$ cat src/rtl/add3_pipe.sv
// add3_pipe: pipelined three-operand adder with a post-add left rotate.
//   Result o = ROTL((a+b+c) mod 2^WIDTH, rot); co = bits [WIDTH+1:WIDTH] of a+b+c.
//   Latency is STAGES enabled cycles (STAGES = 1 or 2).
// Ports:
//   CLK        clock; all state updates on its rising edge
//   rst        synchronous active-high reset; clears valids, o and co
//   en         pipeline advance; 0 freezes every stage
//   in_valid   a, b, c, rot carry an operation this cycle
//   a, b, c    addends (WIDTH bits)
//   rot        left-rotate amount (ROTW bits)
//   out_valid  o/co hold a completed result this cycle
//   o          rotated wrapped sum (registered)
//   co         2-bit overflow of the unrotated sum (registered)
module add3_pipe #(
  parameter int unsigned WIDTH  = 32,
  parameter int unsigned STAGES = 2,
  parameter int unsigned ROTW   = 5
) (
  input  logic             CLK,
  input  logic             rst,
  input  logic             en,
  input  logic             in_valid,
  input  logic [WIDTH-1:0] a,
  input  logic [WIDTH-1:0] b,
  input  logic [WIDTH-1:0] c,
  input  logic [ROTW-1:0]  rot,
  output logic             out_valid,
  output logic [WIDTH-1:0] o,
  output logic [1:0]       co
);

  localparam int unsigned SUMW = WIDTH + 2;

  // Parameter legality checks at elaboration time.
  if (WIDTH < 8 || WIDTH > 64 || (WIDTH % 2) != 0) begin : g_bad_width
    $error("add3_pipe: WIDTH must be even and within 8..64");
  end
  if (STAGES != 1 && STAGES != 2) begin : g_bad_stages
    $error("add3_pipe: STAGES must be 1 or 2");
  end
  if ((1 << ROTW) != WIDTH) begin : g_bad_rotw
    $error("add3_pipe: 2**ROTW must equal WIDTH");
  end

  // Left rotate: the upper half of a doubled word shifted left is the rotation.
  function automatic logic [WIDTH-1:0] rotl(input logic [WIDTH-1:0] x,
                                            input logic [ROTW-1:0]  r);
    logic [2*WIDTH-1:0] t;
    t = {x, x} << r;
    return t[2*WIDTH-1:WIDTH];
  endfunction

  if (STAGES == 1) begin : g_one
    logic [SUMW-1:0] sum_c;

    // Full-precision sum straight from the inputs.
    always_comb begin
      sum_c = SUMW'(a) + SUMW'(b) + SUMW'(c);
    end

    // Single result stage; o/co only move when a valid op completes.
    always_ff @(posedge CLK) begin
      if (rst) begin
        out_valid <= 1'b0;
        o         <= '0;
        co        <= 2'b00;
      end else if (en) begin
        out_valid <= in_valid;
        if (in_valid) begin
          o  <= rotl(sum_c[WIDTH-1:0], rot);
          co <= sum_c[SUMW-1:WIDTH];
        end
      end
    end
  end else begin : g_two
    localparam int unsigned HALF  = WIDTH / 2;
    localparam int unsigned HSUMW = HALF + 2;

    logic             s1_valid;
    logic [HALF-1:0]  s1_lo;
    logic [1:0]       s1_cy;
    logic [HALF-1:0]  s1_ah;
    logic [HALF-1:0]  s1_bh;
    logic [HALF-1:0]  s1_ch;
    logic [ROTW-1:0]  s1_rot;

    logic [HSUMW-1:0] lo_c;
    logic [HSUMW-1:0] hi_c;
    logic [SUMW-1:0]  sum_c;

    // Low-half sum feeds stage 1; high half plus stage-1 carry feeds stage 2.
    always_comb begin
      lo_c  = HSUMW'(a[HALF-1:0]) + HSUMW'(b[HALF-1:0]) + HSUMW'(c[HALF-1:0]);
      hi_c  = HSUMW'(s1_ah) + HSUMW'(s1_bh) + HSUMW'(s1_ch) + HSUMW'(s1_cy);
      sum_c = {hi_c, s1_lo};
    end

    // Stage 1: low-half sum with its carry, upper operands and rotate amount.
    always_ff @(posedge CLK) begin
      if (rst) begin
        s1_valid <= 1'b0;
        s1_lo    <= '0;
        s1_cy    <= 2'b00;
        s1_ah    <= '0;
        s1_bh    <= '0;
        s1_ch    <= '0;
        s1_rot   <= '0;
      end else if (en) begin
        s1_valid <= in_valid;
        if (in_valid) begin
          s1_lo  <= lo_c[HALF-1:0];
          s1_cy  <= lo_c[HSUMW-1:HALF];
          s1_ah  <= a[WIDTH-1:HALF];
          s1_bh  <= b[WIDTH-1:HALF];
          s1_ch  <= c[WIDTH-1:HALF];
          s1_rot <= rot;
        end
      end
    end

    // Stage 2: finish the upper half, split off the overflow, rotate.
    always_ff @(posedge CLK) begin
      if (rst) begin
        out_valid <= 1'b0;
        o         <= '0;
        co        <= 2'b00;
      end else if (en) begin
        out_valid <= s1_valid;
        if (s1_valid) begin
          o  <= rotl(sum_c[WIDTH-1:0], s1_rot);
          co <= sum_c[SUMW-1:WIDTH];
        end
      end
    end
  end

endmodule

$ cat config.mk
export PLATFORM = sky130hd
export DESIGN_NAME = add3_pipe
export DESIGN_NICKNAME = d
export VERILOG_FILES = /design/src/rtl/add3_pipe.sv
export SDC_FILE = /design/constraint.sdc
export NUM_CORES = 1
export LEC_CHECK = 0
export CAP_MARGIN = 40
export CORE_MARGIN = 1.5
export CORE_UTILIZATION = 48
export DETAILED_ROUTE_END_ITERATION = 12
export PLACE_DENSITY = 0.82
export SLEW_MARGIN = 0
export SYNTH_ARGS = -nofsm -noshare
export SYNTH_HDL_FRONTEND = slang
export SYNTH_SLANG_ARGS = --single-unit
export TNS_END_PERCENT = 50
$ cat constraint.sdc
create_clock -name CLK -period 4.9 [get_ports CLK]
set_input_delay 1.47 -clock CLK [delete_from_list [all_inputs] [get_ports CLK]]
set_output_delay 1.47 -clock CLK [all_outputs]
set_load 0.03 [all_outputs]
# After elaboration in Yosys (flattened, before gate mapping)

Index checks and enable logic that the tools add are counted.

Flip-flop bits (word level): 107
Input port bits: 105
Output and inout bits: 35
Word-level logic and storage cells: 18

Add/sub/neg operators: 5
Shift-type cells: 1
Reductions and logical operators: 2

Operators with widths:

| operator                    | number |
|---|---|
| << shifter 64 x 5 -> 64 bit | 1 |
| adder 17 x 16 -> 18 bit     | 2 |
| adder 16 x 16 -> 17 bit     | 2 |
| adder 18 x 2 -> 18 bit      | 1 |
| AND reduction 2 bit         | 2 |

# Logic depth before layout (Yosys ltp)

Gate-level depths: netlist (run 1).

Depth in word-level cells: 4
Mapped depth: 14
Mapped depth without buffers: 14

# Worst setup path before layout (run 1)

Ideal clock, no wire load.

Kind: reg2reg
Start: register g_two.s1_cy[1]
End: register o[20]
Setup time: 114 ps
Data arrival time: 4247 ps
Data required time: 4786 ps
Slack: 539 ps
Stages on the path, launching flop included: 14
Path buffers: 0
Period minus slack after synthesis: 4361 ps
Cell sequence: dfxtp_1 -> inv_1 -> fa_1 -> inv_1 -> fa_1 -> ha_1 -> fa_1 -> a21o_1 -> a221oi_1 -> mux2i_1 -> nand2_1 -> mux4_2 -> mux4_2 -> a21o_1

Longest elaborated chain between the ends: 2

RTL lines:

| element                     | RTL line | text |
|---|---|---|
| from (decl)                 | 81       | `logic [1:0] s1_cy;` |
| from (signal assigned)      | 112      | `s1_cy <= lo_c[HSUMW-1:HALF];` |
| adder 18 x 2 -> 18 bit      | 94       | `hi_c = HSUMW'(s1_ah) + HSUMW'(s1_bh) + HSUMW'(s1_ch) + HSUMW'(s1_cy);` |
| << shifter 64 x 5 -> 64 bit | 49       | `t = {x, x} << r;` |
| to (signal assigned)        | 130      | `o <= rotl(sum_c[WIDTH-1:0], s1_rot);` |
| to (decl)                   | 28       | `output logic [WIDTH-1:0] o,` |

No other way between the ends.
A chain may end at the register's enable or synchronous reset.

# Worst setup path in the final report (run 1)

Start: register g_two.s1_cy[1]
End: register o[6]

Same word-level chain as after synthesis.

==> results of run 1 <==
==> worst max-delay path: cells and delay by family (launching register included) <==
family	cells	cell delay [ns]
adder cells (fa/ha/maj)	4	1.65
buffers and inverters	3	0.31
AND/OR/NAND/NOR	1	0.15
AO/OA/AOI/OAI	7	2.11
flip-flops	1	0.33
==> area by class of cell <==
type / count / area share
well taps: 220 / 0.0269
clock inverters: 7 / 0.00722
repair buffers: 160 / 0.154
clock buffers: 9 / 0.0220
flip-flops and latches: 107 / 0.210
multi-input cells: 790 / 0.551
inverters: 80 / 0.0294
==> flip-flops by register name (all words and copies together), names as in the netlist <==
register	flops
co	2
out_valid	1
g_two.s1_ah	16
g_two.s1_cy	2
g_two.s1_bh	16
g_two.s1_valid	1
g_two.s1_rot	5
g_two.s1_lo	16
g_two.s1_ch	16
o	32
==> synth_stat cells, drive strengths merged, types with 3 or more instances <==
cell	n	area share
o311ai	10	0.011
a311oi	10	0.011
o21ai	55	0.033
clkinv	3	0.0014
mux4	19	0.051
mux2i	19	0.023
nor2b	5	0.0038
nor4b	3	0.0032
o22ai	3	0.0023
nor3	22	0.013
a221oi	6	0.0084
o2111ai	4	0.0042
buf	20	0.011
dfxtp	107	0.26
and2	12	0.0090
nand2	186	0.084
o21a	9	0.0081
ha	46	0.069
a21boi	3	0.0027
a211oi	19	0.018
or2	5	0.0038
a32o	6	0.0072
xnor2	10	0.011
nor3b	3	0.0027
fa	35	0.084
nand2b	7	0.0053
inv	77	0.035
clkbuf	51	0.023
or3	5	0.0038
o31ai	4	0.0036
nand3	27	0.016
a31oi	19	0.014
a211o	3	0.0032
nor2	47	0.021
nor4	6	0.0045
nand3b	5	0.0045
and3	6	0.0045
a21oi	108	0.065
o211ai	8	0.0072
mux2	5	0.0068
a21o	12	0.011
o221ai	9	0.0095
==> through the flow <==
step | worst slack (ns) | instance area [µm²]
final | 0.240 | 10200
after global routing | 0.0213 | 10200
after detailed placement | 0.246 | 9910
after CTS | 0.210 | 10200
after global placement | 0.288 | 9860
after floorplan | 0.539 | 8330
==> routing by layer <==
layer | up-vias | track usage | part of all wire
met5 | - | 0 | 0
met4 | 0 | 0.0920 | 0.028
met3 | 44 | 0.0469 | 0.062
met2 | 321 | 0.392 | 0.46
met1 | 3781 | 0.345 | 0.45
li1 | 3944 | - | -
==> placed cells by master, fill, tap and decap left out, drive strengths merged, types with 7 or more instances in the layout <==
cell and n:
fa 35, mux4 19, a311oi 10, o21a 9, xnor2 10, clkbuf 9, nand3 27, inv 79
nand2b 7, and2 12, a211oi 19, nor2 47, o221ai 9, nor3 22, dfxtp 107, buf 22
ha 46, a31oi 19, o211ai 8, clkdlybuf4s50 138, a21o 12, a21oi 108, o21ai 55, o311ai 10
mux2i 19, nand2 186
==> power breakdown <==
part,switching (mW),internal (mW)
logic,0.520,0.413
registers,0.0395,0.917
clock network,0.345,0.399
==> worst max path at each step <==
stage,to,startpoint,depth (start not counted)
2_1_floorplan,o[20],g_two.s1_cy[1],13
3_3_place_gp,g_two.s1_lo[15],a[0],15
3_5_place_dp,g_two.s1_lo[15],a[0],15
4_1_cts,o[6],g_two.s1_cy[1],15
5_1_grt,o[6],g_two.s1_cy[1],15
6_report,o[6],g_two.s1_cy[1],15
==> cell families (layout without fill, tap and decap cells) <==
family,Yosys count,count (layout),share of synthesized area
AO/OA/AOI/OAI,308,308,0.241
XOR/XNOR,12,12,0.0126
adder cells (fa/ha/maj),81,81,0.153
buffers and inverters,151,256,0.0695
flip-flops,107,107,0.257
multiplexers,43,43,0.0809
AND/OR/NAND/NOR,346,346,0.186
==> metrics list, run 1 <==
* Number of design rule violations left after detail routing: 0
- Counting the fill cells in the layout gives 1455.
* Largest stage delay on the critical path: 0.53 ns
- Using the TritonRoute via totals, the vias-per-cell ratio works out to just under 6.
- Across every metal layer, demand over resource in global routing totals 0.250.
- The region available for standard cell placement spans 16800 µm².
- Along the worst path, the maximum fanout reaches 8.
- Worst min-delay path category: reg -> reg
- Area Overhead vs Synth: 22.6%
* Iteration-0 DRC count of the detailed router: 729
- The final max-slew violation count was 0.
- Dividing the final minimum period by the clock period gives 0.951.
* CP cell instances: inv_1, fa_1, inv_1, fa_1, ha_1, fa_1, a21o_1, a221o_1, a221oi_4, nor4_1, o41ai_1, buf_4, o21ai_0, a2111oi_1, a21oi_1
* CTS tree: yes
* CTS Buf Count: 9
* Initial Util: 0.497
* Critical path endpoint category: register
* Clock Sink Count: 107
* Hold Crit Depth: 2
* H-tree levels: 3
- The total overflow left after global routing is 0.
* Synthesis-stage register bit count: ~110
- The run finished with clean final reports.
- Slowest cell on the critical path: sky130_fd_sc_hd__fa_1
- The number of antenna violations at the first check in global routing is 0.
- The number of nets handed over by synthesis was 1234.
- Number of nets with antenna violations after detailed routing: 0
- Number of top-level pins: 140
* Share of cells above drive strength 1: 0.0668
- Skew-Pair Late Insertion Delay: 0.37 ns
- Measured on the finished design, the core utilization comes to 0.610.
- Via count of the first global-routing pass: 7337
- The floorplan step set the die width to 135 µm.
* Power density over the cells: 258 nW/µm²
- The routed layout has 8090 vias.
- Setup repair after global routing left no endpoint under its margin.
- Slack of the worst reg-to-reg path: 0.24 ns
* Number of cells after detailed placement: 1357
- Pin count of the biggest net entering global routing: 79
- The average instance in the mapped netlist occupies 7.95 µm².
- Final Power: 2.63 mW
- Total standard cell area after synthesis: 8330 µm²
- STA classifies the critical path startpoint as a register.
* Hold buffer count at CTS: 0
- The cell sitting at the root of the clock tree is a sky130_fd_sc_hd__clkbuf_16.
* Headroom to the max-slew limit: 0.452
- Across the run, the number of max-cap violations was 0.
- Combined flip-flop and latch cell area: 2140 µm²
- For this run, the post-layout net count is roughly 1300.
- For this run, the number of Yosys warnings is 0.
- In the final layout, the multi-input gates occupy 5630 µm².
* Startpoint of the tightest hold check path: g_two.s1_ch[8]
* Number of buffers added for setup after CTS: 0
- Antenna diode instance count: 0
- The pre-antenna-repair detailed-routing pass consisted of 5 iterations.
- Leakage power of the design: 4.07 nW
* Placer congestion estimate: approximately 0.97
* Cell depth of the worst flop-to-flop path: 15
* Min Tclk post-route: 4.66 ns
* Number of core rows: 47
- Wires add up to 22500 µm.
* Maximum frequency from static timing analysis: 215 MHz
* Setup Skew: 0.0103 ns
- For the worst setup path, the data arrival time is 4.90 ns.
- Critical path required time: 5.14 ns
- The share of the Yosys chip area taken by registers is 0.257.
* Clock Tree Buf Depth: 2
- Slew of the pin with the lowest slew margin: between 0.8 and 0.9 ns
- After clock tree synthesis, the clock-pin slew on the worst setup and hold paths is around 0.07 ns.
* Global-route wire length before repair: around 36000 µm
- Setup violations remaining at the end of the flow were counted as 0.
* Worst hold endpoint: g_two.s1_ch[8]
- After technology mapping, the gate count stands at 1048.
- The count of final hold-check violations came to 0.
- The endpoint identified for the worst register-to-register timing path is o[6].
* Number of distinct library cells after synthesis: 72
* Primary FF master, synth: sky130_fd_sc_hd__dfxtp_1
- For this run, asynchronously set or reset flops after synthesis account for 0.
- The worst register-to-register path begins at g_two.s1_cy[1].
- The count of buffers added on input and output ports is 139.
- EDFF count, synth: 0
- Setup total negative slack on the finished layout was measured at 0 ns.
* Final non-filler cell total: approximately 1400
* DIE HEIGHT: 135 µm
- Post-cts repair resize count: 0
- Total die area: about 18000 µm²
- Category of the critical setup timing path: reg -> reg
- Worst slack on hold paths: approximately 0.45 ns
- Once detailed placement completed, the half-perimeter wirelength came to 17300 µm.
- After detailed routing, the average wire length per cell comes to between 15 and 20 µm.
- By instance count, the cell type seen most on the critical path is sky130_fd_sc_hd__fa_1.
- The worst-case IR drop observed on VDD is 0.191 mV.
Note: power is estimated with default switching activity, not from simulation.
==> inputs of run 2 (changes only) <==
--- a/config.mk
+++ b/config.mk
@@ -8,6 +8,7 @@
 export CAP_MARGIN = 40
 export CORE_MARGIN = 1.5
 export CORE_UTILIZATION = 48
+export CTS_CLUSTER_DIAMETER = 50
 export DETAILED_ROUTE_END_ITERATION = 12
 export PLACE_DENSITY = 0.82
 export SLEW_MARGIN = 0
==> results of run 2 <==
No change in the layout: final DEF, timing and power equal those of run 1.
